`src/rtl/hazard_ctrl.sv`:
```
// hazard_ctrl: pipeline hazard/sequencing controller with forwarding, memory-wait FSM and perf counters
module hazard_ctrl #(
  parameter int WAIT_MAX = 15,
  parameter int CNT_W    = 16
) (
  input  logic             clk,
  input  logic             startin,
  input  logic [4:0]       id_rs,
  input  logic [4:0]       id_rt,
  input  logic             id_uses_rt,
  input  logic             id_jump,
  input  logic [4:0]       ex_rs,
  input  logic [4:0]       ex_rt,
  input  logic [4:0]       ex_rd,
  input  logic             ex_memread,
  input  logic             ex_branch_taken,
  input  logic [4:0]       mem_rd,
  input  logic             mem_regwrite,
  input  logic             mem_access,
  input  logic             dmem_ready,
  input  logic [4:0]       wb_rd,
  input  logic             wb_regwrite,
  output logic             pc_we,
  output logic             ifid_we,
  output logic             ifid_flush,
  output logic             idex_we,
  output logic             idex_flush,
  output logic             exmem_we,
  output logic             memwb_bubble,
  output logic [1:0]       fwd_a,
  output logic [1:0]       fwd_b,
  output logic             halted,
  output logic [CNT_W-1:0] stall_cycles,
  output logic [CNT_W-1:0] flush_count
);
  localparam int WW = $clog2(WAIT_MAX + 1);
  typedef enum logic [1:0] {RUN, MEM_WAIT, HALT} state_t;
  state_t        state;
  logic [WW-1:0] wait_cnt;
  logic          frozen, live, br, lu, jmp;

  function automatic logic [1:0] fwd_sel(input logic [4:0] src);
    return (mem_regwrite && |mem_rd && mem_rd == src) ? 2'b10 :
           (wb_regwrite && |wb_rd && wb_rd == src) ? 2'b01 : 2'b00;
  endfunction

  // a held MEM access keeps the whole pipe frozen until dmem_ready
  assign frozen = !dmem_ready && (state == MEM_WAIT || (state == RUN && mem_access));
  assign live   = startin && state != HALT && !frozen;
  assign br     = ex_branch_taken;
  assign lu     = !br && ex_memread && |ex_rd && (ex_rd == id_rs || (id_uses_rt && ex_rd == id_rt));
  assign jmp    = !br && !lu && id_jump;

  assign pc_we        = live && !lu;
  assign ifid_we      = live && !lu;
  assign idex_we      = live;
  assign exmem_we     = live;
  assign ifid_flush   = live && (br || jmp);
  assign idex_flush   = live && (br || lu);
  assign memwb_bubble = startin && (state == HALT || frozen);
  assign halted       = state == HALT;
  assign fwd_a        = startin ? fwd_sel(ex_rs) : 2'b00;
  assign fwd_b        = startin ? fwd_sel(ex_rt) : 2'b00;

  always_ff @(posedge clk or negedge startin) begin
    if (!startin) begin
      state        <= RUN;
      wait_cnt     <= '0;
      stall_cycles <= '0;
      flush_count  <= '0;
    end else begin
      if (state != HALT && !pc_we && !(&stall_cycles)) stall_cycles <= stall_cycles + CNT_W'(1);
      if (ifid_flush && !(&flush_count)) flush_count <= flush_count + CNT_W'(1);
      if (state == RUN && frozen) begin
        state    <= MEM_WAIT;
        wait_cnt <= WW'(1);
      end else if (state == MEM_WAIT) begin
        if (dmem_ready) begin
          state    <= RUN;
          wait_cnt <= '0;
        end else if (wait_cnt == WW'(WAIT_MAX)) state <= HALT;
        else wait_cnt <= wait_cnt + WW'(1);
      end
    end
  end
endmodule

```
`config.mk`:
```
export PLATFORM = sky130hd
export DESIGN_NAME = hazard_ctrl
export DESIGN_NICKNAME = d
export VERILOG_FILES = /design/src/rtl/hazard_ctrl.sv
export SDC_FILE = /design/constraint.sdc
export NUM_CORES = 1
export LEC_CHECK = 0
export BUFFER_PORTS_ARGS = -buffer_cell sky130_fd_sc_hd__clkbuf_2
export CORE_ASPECT_RATIO = 0.75
export CORE_UTILIZATION = 45
export DETAILED_ROUTE_END_ITERATION = 6
export GPL_TIMING_DRIVEN = 0
export PLACE_DENSITY = 0.74
export SYNTH_ARGS = -nofsm -noshare
export SYNTH_HDL_FRONTEND = slang
export SYNTH_SLANG_ARGS = --single-unit
```
`constraint.sdc`:
```
create_clock -name clk -period 2.92 [get_ports clk]
set_clock_uncertainty 0.15 [all_clocks]
set_input_delay 0.584 -clock clk [delete_from_list [all_inputs] [get_ports clk]]
set_output_delay 0.584 -clock clk [all_outputs]
set_load 0.02 [all_outputs]
```
* After elaboration in Yosys (flattened, before gate mapping)
Index checks and enable logic that the tools add are counted.
Storage, ports and cells: register bits 38, output and inout port bits 44, logic and storage cells 78
Operators by class: mux-type cells 14, equal/unequal tests 11, $add $sub $neg 3, reduce and logical (&&, ||, !) cells 46
Operators by type and width (count):
- adder 16 x 1 -> 16 bit, second input constant | 2
- AND reduction 16 bit | 2
- equality test 5 bit | 6
- logical AND 1 bit | 24
- 2-to-1 mux 2 bit | 8
- 2-to-1 mux 4 bit | 4
- OR reduction 5 bit | 3
- logical NOT 1 bit | 7
- logical OR 1 bit | 5
- adder 4 x 1 -> 4 bit, second input constant | 1
- equality test 4 bit, second input constant | 1
- AND reduction 2 bit | 2
- inequality test 3 bit, second input constant | 1
- nonzero test 3 bit | 1
- equality test 2 x 1 -> 1 bit, second input constant | 1
- equality test 2 bit, second input constant | 1
- logical NOT 2 bit | 1
- 2-to-1 mux 1 bit | 2
- inequality test 2 bit, second input constant | 1
- nonzero test 2 bit | 1

* Logic depth before layout (Yosys ltp)
word-level depth 10, mapped depth 8, gate-level depth less buffers 7

* Worst setup path after synthesis
OpenSTA, ideal clock, no wires.
path type input -> output, from input mem_rd[1], to output fwd_a[0], arrival time 2.101 ns, stages 4, slack 0.085 ns, buffers on the path 0, cell sequence or4_1 o21ai_0 nor4_1 nor4_1
Between the ends: longest elaborated chain between the ends 5, elaborated cells between the ends (all ways) 6, classes of those cells eq/ne: 1; mux: 2; reduce/logical: 3
RTL lines:
- start: declaration | RTL line 17 | input logic [4:0] mem_rd,
- OR reduction 5 bit | RTL line 43 | return (mem_regwrite && |mem_rd && mem_rd == src) ? 2'b10 :
- logical AND 1 bit | RTL line 43
- logical AND 1 bit * | RTL line 43
- 2-to-1 mux 2 bit * | RTL line 43
- 2-to-1 mux 2 bit * | RTL line 62 | assign fwd_a = startin ? fwd_sel(ex_rs) : 2'b00;
- end: declaration | RTL line 30 | output logic [1:0] fwd_a,
Mark *: on every way between the ends. The rest lies on a longest branch, timed or not.

* Worst setup path after layout
from input ex_rd[4], to output ifid_flush
Between the ends: longest elaborated chain between the ends 9, elaborated cells between the ends (all ways) 12, classes of those cells eq/ne: 2; reduce/logical: 10
RTL lines:
- start: declaration | RTL line 14 | input logic [4:0] ex_rd,
- equality test 5 bit | RTL line 51 | assign lu = !br && ex_memread && |ex_rd && (ex_rd == id_rs || (id_uses_rt && ex_rd == id_rt));
- logical AND 1 bit | RTL line 51
- logical OR 1 bit | RTL line 51
- logical AND 1 bit * | RTL line 51
- logical NOT 1 bit * | RTL line 52 | assign jmp = !br && !lu && id_jump;
- logical AND 1 bit * (2 in series) | RTL line 52
- logical OR 1 bit * | RTL line 58 | assign ifid_flush = live && (br || jmp);
- logical AND 1 bit * | RTL line 58
- end: declaration | RTL line 25 | output logic ifid_flush,
Marked as above.

==> out/metrics.cfg <==
[outcome]
outcome=finished, final reports clean

[synthesis]
synth-edff-count=0
postSynthAreaPerCell_um2=9.34
netlist_top_cells_area=dfrtp_1 (40%), xnor2_1 (11%), xor2_1 (10%)
synthFlopType=dfrtp_1
async_flop_share_pct=100
synth_nets=302
ys_ff_latch=38
synth_cells=254
synthDistinctLibCells=39
syn_area_mm2=0.00237
synth_top_area_cell=dfrtp_1
yosysSeqAreaShare_pct=40.1
synthDominantCellAreaShare_pct=40.1
yosysWarnings=0

[worst_hold_path]
hp-class=primary input to asynchronous set/reset pin

[route]
via_per_inst=5.19
vias=2209
wl_mm=5.39
drtAntennaViolNets=0
avgRoutedWirePerCell_um=12.7
drt_iter0_markers=94
dr.pass1.iters=4
drc=0

[timing]
rsz0062_at_grt=true
layout_min_cycle_time_ns=2.78
setup_violations=0
slew_headroom_pct=64.1
worst_slew_pin_slew_ns=0.535
finalMaxSlewViolations=0
finalSetupTns_ns=0
fmax_mhz=360
hold_viol=0
post-route-period-util_pct=95.2
timing.hold.ws_ns=0.0923

[place]
port-buffer-count=88
dp_cells=414
placed_area_mm2=0.00290
gp_congestion=0.824
hpwlAfterDp_mm=4.15

[final_layout]
antenna_cells=0
drive_gt1_share_pct=31.9
instances_no_fill=426
area_delta_synth_final_pct=29.0
design_area_mm2=0.00306
final_nets=402

[cts]
clock_latency_ns=0.28
clk_path_buf_depth=2
cts_tree=built
cts_buffers=5
cts.htree.levels=2
cts-root-buf=clkbuf_8
numClockSinks=38
clk_pin_slew_ns=0.07

[power_and_ir_drop]
powerDensity_mw_per_mm2=536
leakagePower_nw=1.53
peakVddDrop_mv=0.420

[grt]
met2_usage_pct=32.8
gr-usage-met1_pct=27.1
grt_pass1_wl_mm=8.90
grtUsageTotal_pct=20.5
gr-total-overflow=0
use_met3_pct=5.73
grt_max_degree=44
grt_pass1_vias=1954
grt.busiest_layer=met2
antenna_found_initial=0

[worst_setup_path]
arrival_ns=2.05
cp.required_ns=2.19
endpoint_kind=output port
startpoint_type=primary input
criticalPathCategory=primary input to output port
ff2ff_path_depth=8
reg2reg_to=stall_cycles[8]
rrSetupSlack_ns=0.59
worstReg2RegStart=stall_cycles[0]
crit_path_max_fanout=11

[die]
initial_utilization_pct=47.6
dieArea_mm2=0.00557
die_x_um=85.9
num_rows=22
io_pins=89
coreArea_mm2=0.00498
fp.dieH_um=64.9

[flow_run]
max_cap_viol_count=0

==> worst max-delay path, stage by stage <==
cell	delay, ns
clkbuf_2	0.11
xnor2_1	0.16
nand3_1	0.11
o22ai_1	0.41
a21oi_2	0.14
clkbuf_4	0.22
nor2b_1	0.15
clkbuf_2	0.16
==> kinds of logic (layout without fill, tap and decap cells) <==
group / count (synthesis) / count (layout) / synth area share (%)
simple gates: 113 / 113 / 25.1
buf+inv: 14 / 114 / 2.95
mux: 4 / 4 / 1.90
xor+xnor: 58 / 58 / 21.4
flops: 38 / 38 / 40.1
fa+ha+maj: 3 / 3 / 1.58
compound gates: 24 / 24 / 6.96
==> report_power, final <==
part	leakage [nW]	switching, W	internal, W
registers	0.504	0.000129	0.000623
logic	0.984	0.000325	0.000235
clock network	0.0383	0.000166	0.000164
==> synth_stat cells (all sizes together) (3+ instances only) <==
library cell,number
dfrtp,38
xnor2,30
xor2,28
nor2,21
nand3,18
nand2,17
nand4,14
and3,13
nor3,11
inv,8
a21oi,7
buf,5
nor4,5
o21ai,5
or4,5
mux2,4
ha,3
nand2b,3
==> timing repair <==
action	4_1_cts	5_1_grt
endpoints found under the hold margin	0	11
pin swaps	0	1
hold buffers	0	2
endpoints found under the setup margin	16	3
resized for setup	3	4
setup buffers	1	2
==> flip-flops by register name, summed over array words and instances, names as in the netlist <==
signal and flops:
flush_count 16, state 2, wait_cnt 4, stall_cycles 16
==> layer usage <==
metal | share of wire (%) | vias to the layer above
li1 | - | 1104
met1 | 48 | 1016
met2 | 44 | 85
met3 | 6.9 | 4
met4 | 0.85 | 0
met5 | 0 | -
==> area by class of cell <==
type                    count  area [um^2]
repair buffers             93          508
multi-input cells         202         1360
clock buffers               7         76.3
flip-flops and latches     38          951
inverters                   8         30.0
plain buffers               6         42.5
fillers                   456         1920
well taps                  72         90.1
==> worst max path at each step <==
stage | startpoint | end | cells after the start | slack (ns)
floorplan | mem_rd[1] | fwd_a[0] | 4 | 0.08
global placement | startin | ifid_flush | 6 | -0.97
detailed placement | startin | ifid_flush | 6 | -0.96
CTS | mem_rd[1] | fwd_b[0] | 6 | 0.06
global route | state[1] | ifid_flush | 7 | -0.003
finish | ex_rd[4] | ifid_flush | 8 | 0.14
==> metrics by stage <==
stage	utilization [%]	total power (W)	worst slack, ns
CTS	60.2	0.00166	0.0559
detailed placement	58.3	0.00131	-0.965
global route	61.5	0.00176	-0.00301
finish	61.5	0.00164	0.140
floorplan	-	0.00110	0.0846
global placement	58.3	0.00130	-0.975
==> layout by cell type, fill, tap and decap left out, types with 3 or more instances in the layout <==
cell type	count
a21oi_1	5
and3_1	11
buf_4	5
clkbuf_1	3
clkbuf_2	87
clkbuf_8	5
dfrtp_1	38
ha_1	3
inv_1	8
mux2_2	4
nand2_1	17
nand2b_1	3
nand3_1	18
nand4_1	14
nor2_1	21
nor3_1	11
nor4_1	5
o21ai_0	5
or4_1	5
xnor2_1	30
xor2_1	28
Power figures use the tool's default switching activity.
